**config.mk**
```make
export PLATFORM = sky130hd
export DESIGN_NAME = vecbuf_feeder
export DESIGN_NICKNAME = d
export VERILOG_FILES = /design/src/rtl/vecbuf_feeder_pkg.sv /design/src/rtl/vecbuf_feeder.sv
export SDC_FILE = /design/constraint.sdc
export NUM_CORES = 1
export LEC_CHECK = 0
export ABC_AREA = 1
export CAP_MARGIN = 30
export CORE_MARGIN = 10
export CORE_UTILIZATION = 35
export DETAILED_ROUTE_END_ITERATION = 7
export PLACE_DENSITY = 0.79
export SLEW_MARGIN = 5
export SYNTH_ARGS = -nofsm -noshare
export SYNTH_HDL_FRONTEND = slang
export SYNTH_SLANG_ARGS = --single-unit
export TNS_END_PERCENT = 100
```
**constraint.sdc**
```tcl
create_clock -name clk -period 2.6 [get_ports clk]
set_input_delay 0.78 -clock clk [delete_from_list [all_inputs] [get_ports clk]]
set_output_delay 0.78 -clock clk [all_outputs]
set_load 0.01 [all_outputs]
```
**src/rtl/vecbuf_feeder_pkg.sv**
```systemverilog
// Shared types for the vector-buffer feeder: sideband tag and FSM state encoding.
package globals;

   typedef logic [7:0] Info;

   typedef enum logic [1:0] {
      IDLE      = 2'd0,
      FILL      = 2'd1,
      PAD       = 2'd2,
      WAIT_SWAP = 2'd3
   } FeederState;

endpackage

```
**src/rtl/vecbuf_feeder.sv**
```systemverilog
// Packs upstream words into DEPTH-lane vectors and drives shift/swap enables of a downstream
// double buffer. Optional VECBUF_FEEDER_PAD_EN zero-pads frames that end mid-vector.
`ifndef VBF_DFF
`define VBF_DFF(q, nxt) always_ff @(posedge clk) if (reset) q <= '0; else q <= (nxt)
`endif

module vecbuf_feeder
   import globals::*;
#(
   parameter int  DEPTH = 8,
   parameter int  WIDTH = 8,
   parameter type Info  = globals::Info
) (
   input  logic             clk,
   input  logic             reset,
   input  logic [WIDTH-1:0] din,
   input  logic             din_valid,
   input  logic             din_last,
   input  Info              din_info,
   output logic             din_ready,
   input  logic             swap_ready,
   output logic [WIDTH-1:0] d,
   output logic [1:0]       en,
   output Info              qinfo
);

   localparam int            CW   = $clog2(DEPTH);
   localparam logic [CW-1:0] LAST = CW'(DEPTH - 1);

   FeederState       r_state;
   logic [CW-1:0]    r_cnt;
   logic [WIDTH-1:0] r_d;
   logic [1:0]       r_en;
   Info              r_qinfo;
   logic             r_rdy;

   FeederState       w_state_nxt;
   logic [CW-1:0]    w_cnt_nxt;
   logic [WIDTH-1:0] w_d_nxt;
   logic [1:0]       w_en_nxt;
   Info              w_qinfo_nxt;
   logic             w_rdy_nxt;
   logic             w_beat;
   logic             w_acc;
   logic             w_pad_last;

   assign w_acc = din_valid & r_rdy;

`ifdef VECBUF_FEEDER_PAD_EN
   assign w_pad_last = din_last;
`else
   logic w_unused_last;
   assign w_unused_last = din_last;
   assign w_pad_last    = 1'b0;
`endif

   always_comb begin
      w_state_nxt = r_state;
      w_cnt_nxt   = r_cnt;
      w_d_nxt     = '0;
      w_en_nxt    = 2'b00;
      w_qinfo_nxt = r_qinfo;
      w_beat      = 1'b0;
      case (r_state)
         IDLE, FILL: begin
            if (w_acc) begin
               w_beat  = 1'b1;
               w_d_nxt = din;
               if (r_state == IDLE) w_qinfo_nxt = din_info;
               w_state_nxt = (w_pad_last && (r_cnt != LAST)) ? PAD : FILL;
            end
         end
         PAD:       w_beat = 1'b1;
         WAIT_SWAP: begin
            if (swap_ready) begin
               w_en_nxt[1] = 1'b1;
               w_state_nxt = IDLE;
            end
         end
         default:   w_state_nxt = IDLE;
      endcase
      // Every beat advances the lane; the DEPTH-th beat closes the vector.
      if (w_beat) begin
         w_en_nxt[0] = 1'b1;
         if (r_cnt == LAST) begin
            w_cnt_nxt = '0;
            if (swap_ready) begin
               w_en_nxt[1] = 1'b1;
               w_state_nxt = IDLE;
            end else begin
               w_state_nxt = WAIT_SWAP;
            end
         end else begin
            w_cnt_nxt = r_cnt + 1'b1;
         end
      end
      w_rdy_nxt = (w_state_nxt == IDLE) || (w_state_nxt == FILL);
   end

   always_ff @(posedge clk) begin
      if (reset) begin
         r_state <= IDLE;
         r_cnt   <= '0;
      end else begin
         r_state <= w_state_nxt;
         r_cnt   <= w_cnt_nxt;
      end
   end

   `VBF_DFF(r_d,     w_d_nxt);
   `VBF_DFF(r_en,    w_en_nxt);
   `VBF_DFF(r_qinfo, w_qinfo_nxt);
   `VBF_DFF(r_rdy,   w_rdy_nxt);

   assign d         = r_d;
   assign en        = r_en;
   assign qinfo     = r_qinfo;
   assign din_ready = r_rdy;

endmodule

```
==> impl_results.md, run 1 <==
- Status: completed
- Critical path startpoint: din_ready$_SDFF_PP0_
- Synth warn: 0
- Crit Path Category: register to primary output
- Vias in the first global route: around 910
- Multi-input gate area: approximately 420 um^2
- Pre-antenna DRT Iters: 5
- Mean Syn Cell Area: around 7.6 um^2
- Hpwl dp: 1860 um
- CP arrival: roughly 1.3 ns
- Rel. slew slack: 0.742
- H-tree depth: 1
- Final hold viol count: 0
- Critical Path Start Type: register
- Die area: approximately 5500 um^2
- Ant. Diodes: 0
- Final std cells w/o fill: 205
- Synth unique cells: 17
- Slew Viols, Final: 0
- Max Cap Violations: 0
- Ratio of cells with drive above 1 in the final layout: 0.149
- P&R area growth vs syn: 42.2%
- Critical path required time: approximately 1.8 ns
- Post CTS Setup Buffer Count: 0
- Clock slew at reported path FFs: around 0.13 ns
- Initial antenna violation count: 0
- Die height: ~74 um
- R2R depth: 8
- First-pass GRT wire length: 3860 um
- Slowest CP cell: clkdlybuf4s50_1
- Setup TNS: 0 ns
- Gate Count Post-Synth: 134
- CTS buffer count: 3
- Seq. cell area: 480 um^2
- Crit. path cell count: 1
- Filler instances: roughly 260
- Final instance area: approximately 1500 um^2
- Initial Util: 0.368
- Post-synthesis sequential area ratio: 0.469
- Fmax: 477 MHz
- CP max FO: 4
- Lkg Pwr: between 0.6 and 0.7 nW
- Hold_buf cts: 0
- Largest net degree at the start of global routing: 17
- Number of buffers and inverters on the critical path: 1
- Largest delay share family, worst path: buffers and inverters
- RR Endpoint: din_ready$_SDFF_PP0_
- CTS root buffer: clkbuf_4
- Placement row count: 19
- CTS tree: built
- Synth Register Bits: 24
- RSZ-0062 raised after global routing: false
- RR Startpoint: r_cnt[0]$_SDFFE_PP0N_
- Clock buffer depth: 2
- Endpoint type of the worst setup path: primary output
- Input/output buffers: 38
- Critical path capture point: din_ready
- Congestion Overflow GR: 0
- Wire per inst: roughly 11 um
- Nets: 198
- Worst setup margin: 0.504 ns
- Tmin final: between 2 and 2.5 ns
- Hold slack: 0.509 ns
- Remaining antenna violation count after routing: 0
- CORE AREA: 2780 um^2
- Cell area after synthesis: ~1000 um^2
- Hold/Removal Path Class: register to register
- Placed instance count: between 200 and 250
- Final worst path period share: 0.806
- I/O Pins: 40
- PwrDens: roughly 500 nW/um^2
- Via-per-instance ratio: around 4.3
- Final Setup Violations: 0
- Syn_nets: about 160
- Placed inst area: around 1400 um^2
- Clk sinks: 24
- Total power: around 0.72 mW
- Number of gates resized after cts: 0
- Clk_skew: 0.00146 ns
- DRC viols: 0
- R2R Setup Slk: roughly 1.3 ns
- DIE WIDTH: 74.1 um
- Detailed Route Iter0 Violations: between 40 and 50
- GRT Util Overall: 0.0855
- Worst slew pin tran: ~0.39 ns
- VDD IR max: 0.334 mV
- Pre-CTS setup slack: between 0.5 and 0.6 ns
- Worst skew pair latency: a little over 0.3 ns
- Critical-path cell list: clkdlybuf4s50_1
- CP peak stage delay: 0.57 ns
- Total routed wirelength: roughly 2300 um
- Vias: ~880
- Final Core Density: 0.523
- GPL Wtd Cong: 0.759
registers in the layout (all words and copies together) (netlist names):
register	flops
d	8
qinfo	8
r_cnt	3
en	2
r_state	2
din_ready	1
cell usage after synthesis:
master	instances	area, um^2
a21oi_1	1	5.00
buf_2	1	5.00
buf_6	1	11.3
buf_8	1	15.0
dfxtp_1	24	480
ha_1	2	25.0
inv_1	22	82.6
inv_4	1	6.26
nand2_1	35	131
nand2_2	2	12.5
nand3_1	5	25.0
nand3_4	1	17.5
nand4_1	2	12.5
nor2_1	17	63.8
nor2_2	16	100
nor2_8	1	20.0
o21ai_0	2	10.0
tightest hold or removal path: stages (launching register included):
cell,delay [ns]
dfxtp_1,0.34
nor2_1,0.09
nor2_1,0.05
layer usage:
metal	wire length, um	vias up	global-route usage
li1	-	473	-
met1	899	374	0.0819
met2	1140	30	0.160
met3	233	2	0.0386
met4	8	0	0.0248
met5	0	-	0
worst min-delay path by stage:
stage | from | end | slack [ns] | cells past startpoint
after global routing | qinfo[5]$_SDFFE_PP0P_ | qinfo[5]$_SDFFE_PP0P_ | 0.54 | 2
final | r_cnt[2]$_SDFFE_PP0N_ | r_cnt[2]$_SDFFE_PP0N_ | 0.51 | 2
after CTS | r_cnt[2]$_SDFFE_PP0N_ | r_cnt[2]$_SDFFE_PP0N_ | 0.51 | 2
after floorplan | r_cnt[1]$_SDFFE_PP0N_ | r_cnt[1]$_SDFFE_PP0N_ | 0.46 | 2
after global placement | r_cnt[2]$_SDFFE_PP0N_ | r_cnt[2]$_SDFFE_PP0N_ | 0.47 | 2
after detailed placement | qinfo[4]$_SDFFE_PP0P_ | qinfo[4]$_SDFFE_PP0P_ | 0.49 | 2
layout make-up:
cell class                      instances  share of cell area
Clock buffer                            4              0.0249
Tap cell                               31              0.0267
Multi-Input combinational cell         84               0.291
Timing Repair Buffer                   39               0.267
Inverter                               23              0.0610
Sequential cell                        24               0.330
layout by cell type, fill, tap and decap left out:
cell type	n
nand2_2	2
clkbuf_4	3
nor2_2	16
inv_4	1
nor2_8	1
nand4_1	2
ha_1	2
clkbuf_8	1
a21oi_1	1
dfxtp_1	24
nand3_4	1
nand3_1	5
clkdlybuf4s50_1	38
buf_4	1
inv_1	22
nand2_1	35
o21ai_0	2
nor2_1	17
logic make-up after synthesis:
kind of cell	count (synthesis)	share of synthesized area
compound gates	3	0.0147
fa+ha+maj	2	0.0244
buf+inv	26	0.117
flops	24	0.469
simple gates	79	0.374
power breakdown:
group	total, mW	switching, mW	leakage [nW]	internal (mW)
logic	0.123	0.0539	0.461	0.0690
registers	0.399	0.0132	0.197	0.385
clock network	0.196	0.110	0.0210	0.0854
total	0.717	0.177	0.679	0.540
Note: power is estimated with default switching activity, not from simulation.
==> run 2, diff against run 1 <==
- clock period: 2.6 -> 2 ns (I/O delays scaled with it)
==> run 2 against run 1 <==
Effect of this change: via count grew 4.3%; final area unchanged; worst hold slack improved by 0.0068 ns; worst setup slack lost 0.41 ns; sequential share of layout area unchanged; combinational power grew 32%; die area is the same; largest power group unchanged; clock power increased by 29%; critical path type unchanged; critical endpoint unchanged; critical path depth is the same.
==> impl_results.md, run 2 (synthesis gave the netlist of run 1 again) <==
- Status: completed
- Crit Path Category: register to primary output
- Setup TNS: 0 ns (unchanged)
- Clk_skew: 0.00313 ns (+0.00167 ns)
- Most common cell after layout, fill and taps aside: clkdlybuf4s50_1
- Detailed Route Iter0 Violations: 48 (+6.7%)
- Endpoint type of the worst setup path: primary output
- GPL Wtd Cong: 0.791 (+4.2%)
- Critical path required time: 1.40 ns (-0.42 ns)
- DRC viols: 0 (unchanged)
- Clock buffer depth: 2 (unchanged)
- Slew Viols, Final: 0 (unchanged)
- Commonest cells after routing, fill and taps aside: clkdlybuf4s50_1, nand2_1, dfxtp_1
- Critical Path Start Type: register
- Pre-CTS setup slack: 0.125 ns (-0.424 ns)
- Pre-antenna DRT Iters: 5 (unchanged)
- Wire per inst: 12.1 um (+8.9%)
- Filler instances: 277 (+7.8%)
- H-tree depth: 1 (unchanged)
- DIE WIDTH: 74.1 um (unchanged)
- First-pass GRT wire length: 4220 um (+9.3%)
- CTS root buffer: clkbuf_4
- Nets: 198 (unchanged)
- Number of buffers and inverters on the critical path: 1 (unchanged)
- Post CTS Setup Buffer Count: 0 (unchanged)
- CP max FO: 4 (unchanged)
- Largest net degree at the start of global routing: 17 (unchanged)
- Initial Util: 0.368 (unchanged)
- Clk sinks: 24 (unchanged)
- Max Cap Violations: 0 (unchanged)
- I/O Pins: 40 (unchanged)
- Worst setup margin: 0.0934 ns (-0.411 ns)
- Number of gates resized after cts: 0 (unchanged)
- Die area: 5490 um^2 (unchanged)
- Input/output buffers: 38 (unchanged)
- RSZ-0062 raised after global routing: false
- Lkg Pwr: 0.679 nW (unchanged)
- CORE AREA: 2780 um^2 (unchanged)
- Worst skew pair latency: 0.31 ns (about the same)
- Via-per-instance ratio: 4.47 (+4.3%)
- Clock slew at reported path FFs: 0.13 ns (about the same)
- Total routed wirelength: 2490 um (+8.9%)
- Remaining antenna violation count after routing: 0 (unchanged)
- Rel. slew slack: 0.741 (about the same)
- CTS tree: built
- Vias in the first global route: 974 (+6.9%)
- Critical-path cell list: clkdlybuf4s50_1
- Initial antenna violation count: 0 (unchanged)
- CP arrival: 1.31 ns (about the same)
- Final worst path period share: 0.953
- Ant. Diodes: 0 (unchanged)
- GRT Util Overall: 0.0950 (+0.00950)
- Hold/Removal Path Class: register to register
- Hold_buf cts: 0 (unchanged)
- PwrDens: 642 nW/um^2 (+30%)
- Tmin final: roughly 1.9 ns
- P&R area growth vs syn: 42.2% (unchanged)
- Largest delay share family, worst path: buffers and inverters
- CTS buffer count: 3 (unchanged)
- Congestion Overflow GR: 0 (unchanged)
- VDD IR max: 0.511 mV (+53%)
- CP peak stage delay: 0.57 ns (about the same)
- Final Setup Violations: 0 (unchanged)
- Ratio of cells with drive above 1 in the final layout: 0.149 (unchanged)
- Die height: 74.1 um (unchanged)
- Hpwl dp: 1980 um (+6.5%)
- Final hold viol count: 0 (unchanged)
- Fmax: around 520 MHz
- Worst slew pin tran: 0.388 ns (+0.000595 ns)
- Placement row count: 19 (unchanged)
- Vias: 917 (+4.3%)
- Slowest CP cell: clkdlybuf4s50_1
==> run 2: cell type report <==
class	count	area (um^2)	area share
Timing Repair Buffer	39	388	0.267
Inverter	23	88.8	0.0610
Tap cell	31	38.8	0.0267
Clock buffer	4	36.3	0.0249
Multi-Input combinational cell	84	423	0.291
Sequential cell	24	480	0.330
==> run 2: through the flow <==
stage	instance area, um^2	utilization	std cells	total power [mW]	hold slack, ns
5_1_grt	1460	0.523	205	0.994	0.541
3_3_place_gp	1420	0.510	201	0.685	0.472
2_1_floorplan	1020	-	134	0.606	0.459
3_5_place_dp	1420	0.510	201	0.693	0.486
6_report	1460	0.523	205	0.934	0.515
4_1_cts	1460	0.523	205	0.948	0.511
==> run 2: report_power, final <==
group / leakage, nW / switching [mW] / internal (mW)
clock network: 0.0210 / 0.142 / 0.111
registers: 0.197 / 0.0174 / 0.501
logic: 0.461 / 0.0717 / 0.0902
==> run 2: per-layer routing <==
layer  vias up  wire (um)  GRT usage
li1        473          -          -
met1       405        898     0.0896
met2        35       1320      0.176
met3         4        240     0.0412
met4         0         21     0.0373
met5         -          0          0
==> run 2: final timing paths <==
| path | start | end | slack, ns | cells after the start |
|---|---|---|---|---|
| min reg2reg | qinfo[3]$_SDFFE_PP0P_ | qinfo[3]$_SDFFE_PP0P_ | 0.52 | 2 |
| min | qinfo[3]$_SDFFE_PP0P_ | qinfo[3]$_SDFFE_PP0P_ | 0.52 | 2 |
| max | din_ready$_SDFF_PP0_ | din_ready | 0.09 | 1 |
| max reg2reg | r_cnt[0]$_SDFFE_PP0N_ | din_ready$_SDFF_PP0_ | 0.69 | 8 |
==> run 3, diff against run 2 <==
- clock period: 2 -> 2.4 ns (I/O delays scaled with it)
==> run 3 against run 2 <==
Effect of this change: core utilization unchanged; via count down 2.9%; clock skew about the same; die area unchanged; sequential share of layout area unchanged; total power down 17%; final area unchanged; final cell count unchanged; global-route usage down 0.77 points; worst setup slack better by 0.28 ns; flip-flop and latch count unchanged.
==> impl_results.md, run 3 (synthesis gave the netlist of run 1 again) <==
- Pre-antenna DRT Iters: 4 (-1)
- WHS Path Cells: 2 (unchanged)
- Critical-path cell list: clkdlybuf4s50_1
- Largest net degree at the start of global routing: 17 (unchanged)
- Input/output buffers: 38 (unchanged)
- P&R area growth vs syn: 42.2% (unchanged)
- I/O Pins: 40 (unchanged)
- Detailed Route Iter0 Violations: 26 (-46%)
- Hold_buf cts: 0 (unchanged)
- VDD IR max: 0.530 mV (+3.7%)
- Final Setup Violations: 0 (unchanged)
- Worst skew pair latency: 0.31 ns (about the same)
- Die height: 74.1 um (unchanged)
- Most common cell after layout, fill and taps aside: clkdlybuf4s50_1
- RSZ-0062 raised after global routing: false
- Slowest CP cell: clkdlybuf4s50_1
- GPL Wtd Cong: 0.770 (-2.6%)
- First-pass GRT wire length: 3950 um (-6.2%)
- Tmin final: roughly 2.0 ns
- Ratio of cells with drive above 1 in the final layout: 0.149 (unchanged)
- Setup TNS: 0 ns (unchanged)
- Hpwl dp: 1920 um (-3.1%)
- Clk_skew: 0.00350 ns (+0.000371 ns)
- PwrDens: 531 nW/um^2 (-17%)
- Clock buffer depth: 2 (unchanged)
- Commonest cells after routing, fill and taps aside: clkdlybuf4s50_1, nand2_1, dfxtp_1
- Congestion Overflow GR: 0 (unchanged)
- Endpoint type of the worst setup path: primary output
- Largest delay share family, worst path: buffers and inverters
- Critical Path Start Type: register
- Clock slew at reported path FFs: 0.12 ns (about the same)
- H-tree depth: 1 (unchanged)
- Initial antenna violation count: 0 (unchanged)
- Remaining antenna violation count after routing: 0 (unchanged)
- Multi-input gate area: 423 um^2 (unchanged)
- Initial Util: 0.368 (unchanged)
- DIE WIDTH: 74.1 um (unchanged)
- GRT Util Overall: 0.0874 (-0.00768)
- CTS root buffer: clkbuf_4
- R2R Setup Slk: 1.12 ns (+0.43 ns)
- Worst setup margin: 0.377 ns (+0.284 ns)
- Hold endpoint: r_cnt[1]$_SDFFE_PP0N_
- Seq. cell area: 480 um^2 (unchanged)
- Crit Path Category: register to primary output
- Wire per inst: 11.5 um (-5.0%)
- Total routed wirelength: 2360 um (-5.0%)
- Final hold viol count: 0 (unchanged)
- Max Cap Violations: 0 (unchanged)
- Worst slew pin tran: 0.359 ns (-0.0286 ns)
- RR Startpoint: r_cnt[0]$_SDFFE_PP0N_
- Post CTS Setup Buffer Count: 0 (unchanged)
- CORE AREA: 2780 um^2 (unchanged)
- Placed inst area: 1420 um^2 (unchanged)
- Vias: 890 (-2.9%)
- RR Endpoint: din_ready$_SDFF_PP0_
- Status: completed
- Final worst path period share: 0.843
- Slew Viols, Final: 0 (unchanged)
- Die area: 5490 um^2 (unchanged)
- Placement row count: 19 (unchanged)
- Ant. Diodes: 0 (unchanged)
- Nets: 198 (unchanged)
- Via-per-instance ratio: 4.34 (-2.9%)
- Number of gates resized after cts: 0 (unchanged)
- Vias in the first global route: 925 (-5.0%)
- Filler instances: 266 (-4.0%)
- DRC viols: 0 (unchanged)
- CTS buffer count: 3 (unchanged)
- Critical path required time: 1.68 ns (+0.28 ns)
- Clk sinks: 24 (unchanged)
- Final std cells w/o fill: 205 (unchanged)
- CTS tree: built
- Final instance area: 1460 um^2 (unchanged)
- Fmax: between 400 and 500 MHz
- Number of buffers and inverters on the critical path: 1 (unchanged)
- Pre-CTS setup slack: 0.418 ns (+0.292 ns)
- Min-delay src: r_cnt[1]$_SDFFE_PP0N_
- R2R depth: 8 (unchanged)
- CP peak stage delay: 0.57 ns (about the same)
- CP arrival: 1.30 ns (about the same)
- Hold/Removal Path Class: register to register
- Rel. slew slack: 0.760 (+0.0187)
- Placed instance count: 201 (unchanged)
- CP max FO: 4 (unchanged)
- Lkg Pwr: 0.679 nW (unchanged)
run 3: per-stage QoR:
step / hold slack (ns) / util / total power, mW
2_1_floorplan: 0.459 / - / 0.505
3_3_place_gp: 0.472 / 0.510 / 0.571
3_5_place_dp: 0.488 / 0.510 / 0.577
4_1_cts: 0.507 / 0.523 / 0.785
5_1_grt: 0.548 / 0.523 / 0.815
6_report: 0.506 / 0.523 / 0.772
run 3: metal layers:
metal  share of wire  track usage  vias to the layer above
li1                -            -                      476
met1            0.38       0.0824                      379
met2            0.52        0.170                       31
met3           0.089       0.0412                        4
met4           0.011       0.0124                        0
met5               0            0                        -
run 3: area by class of cell:
class,count,area share
clock buffers,4,0.0249
flip-flops and latches,24,0.330
multi-input cells,84,0.291
well taps,31,0.0267
repair buffers,39,0.267
inverters,23,0.0610
run 3: worst max path at each step:
stage	cells past startpoint	slack, ns	start	endpoint
global route	1	0.30	din_ready$_SDFF_PP0_	din_ready
floorplan	6	1.06	din_valid	qinfo[5]$_SDFFE_PP0P_
CTS	1	0.35	din_ready$_SDFF_PP0_	din_ready
global placement	6	0.43	din_valid	qinfo[4]$_SDFFE_PP0P_
detailed placement	6	0.42	din_valid	qinfo[2]$_SDFFE_PP0P_
finish	1	0.38	din_ready$_SDFF_PP0_	din_ready
run 3: report_power, final:
part	internal, mW	switching (mW)
registers	0.418	0.0138
logic	0.0751	0.0596
clock network	0.0926	0.114
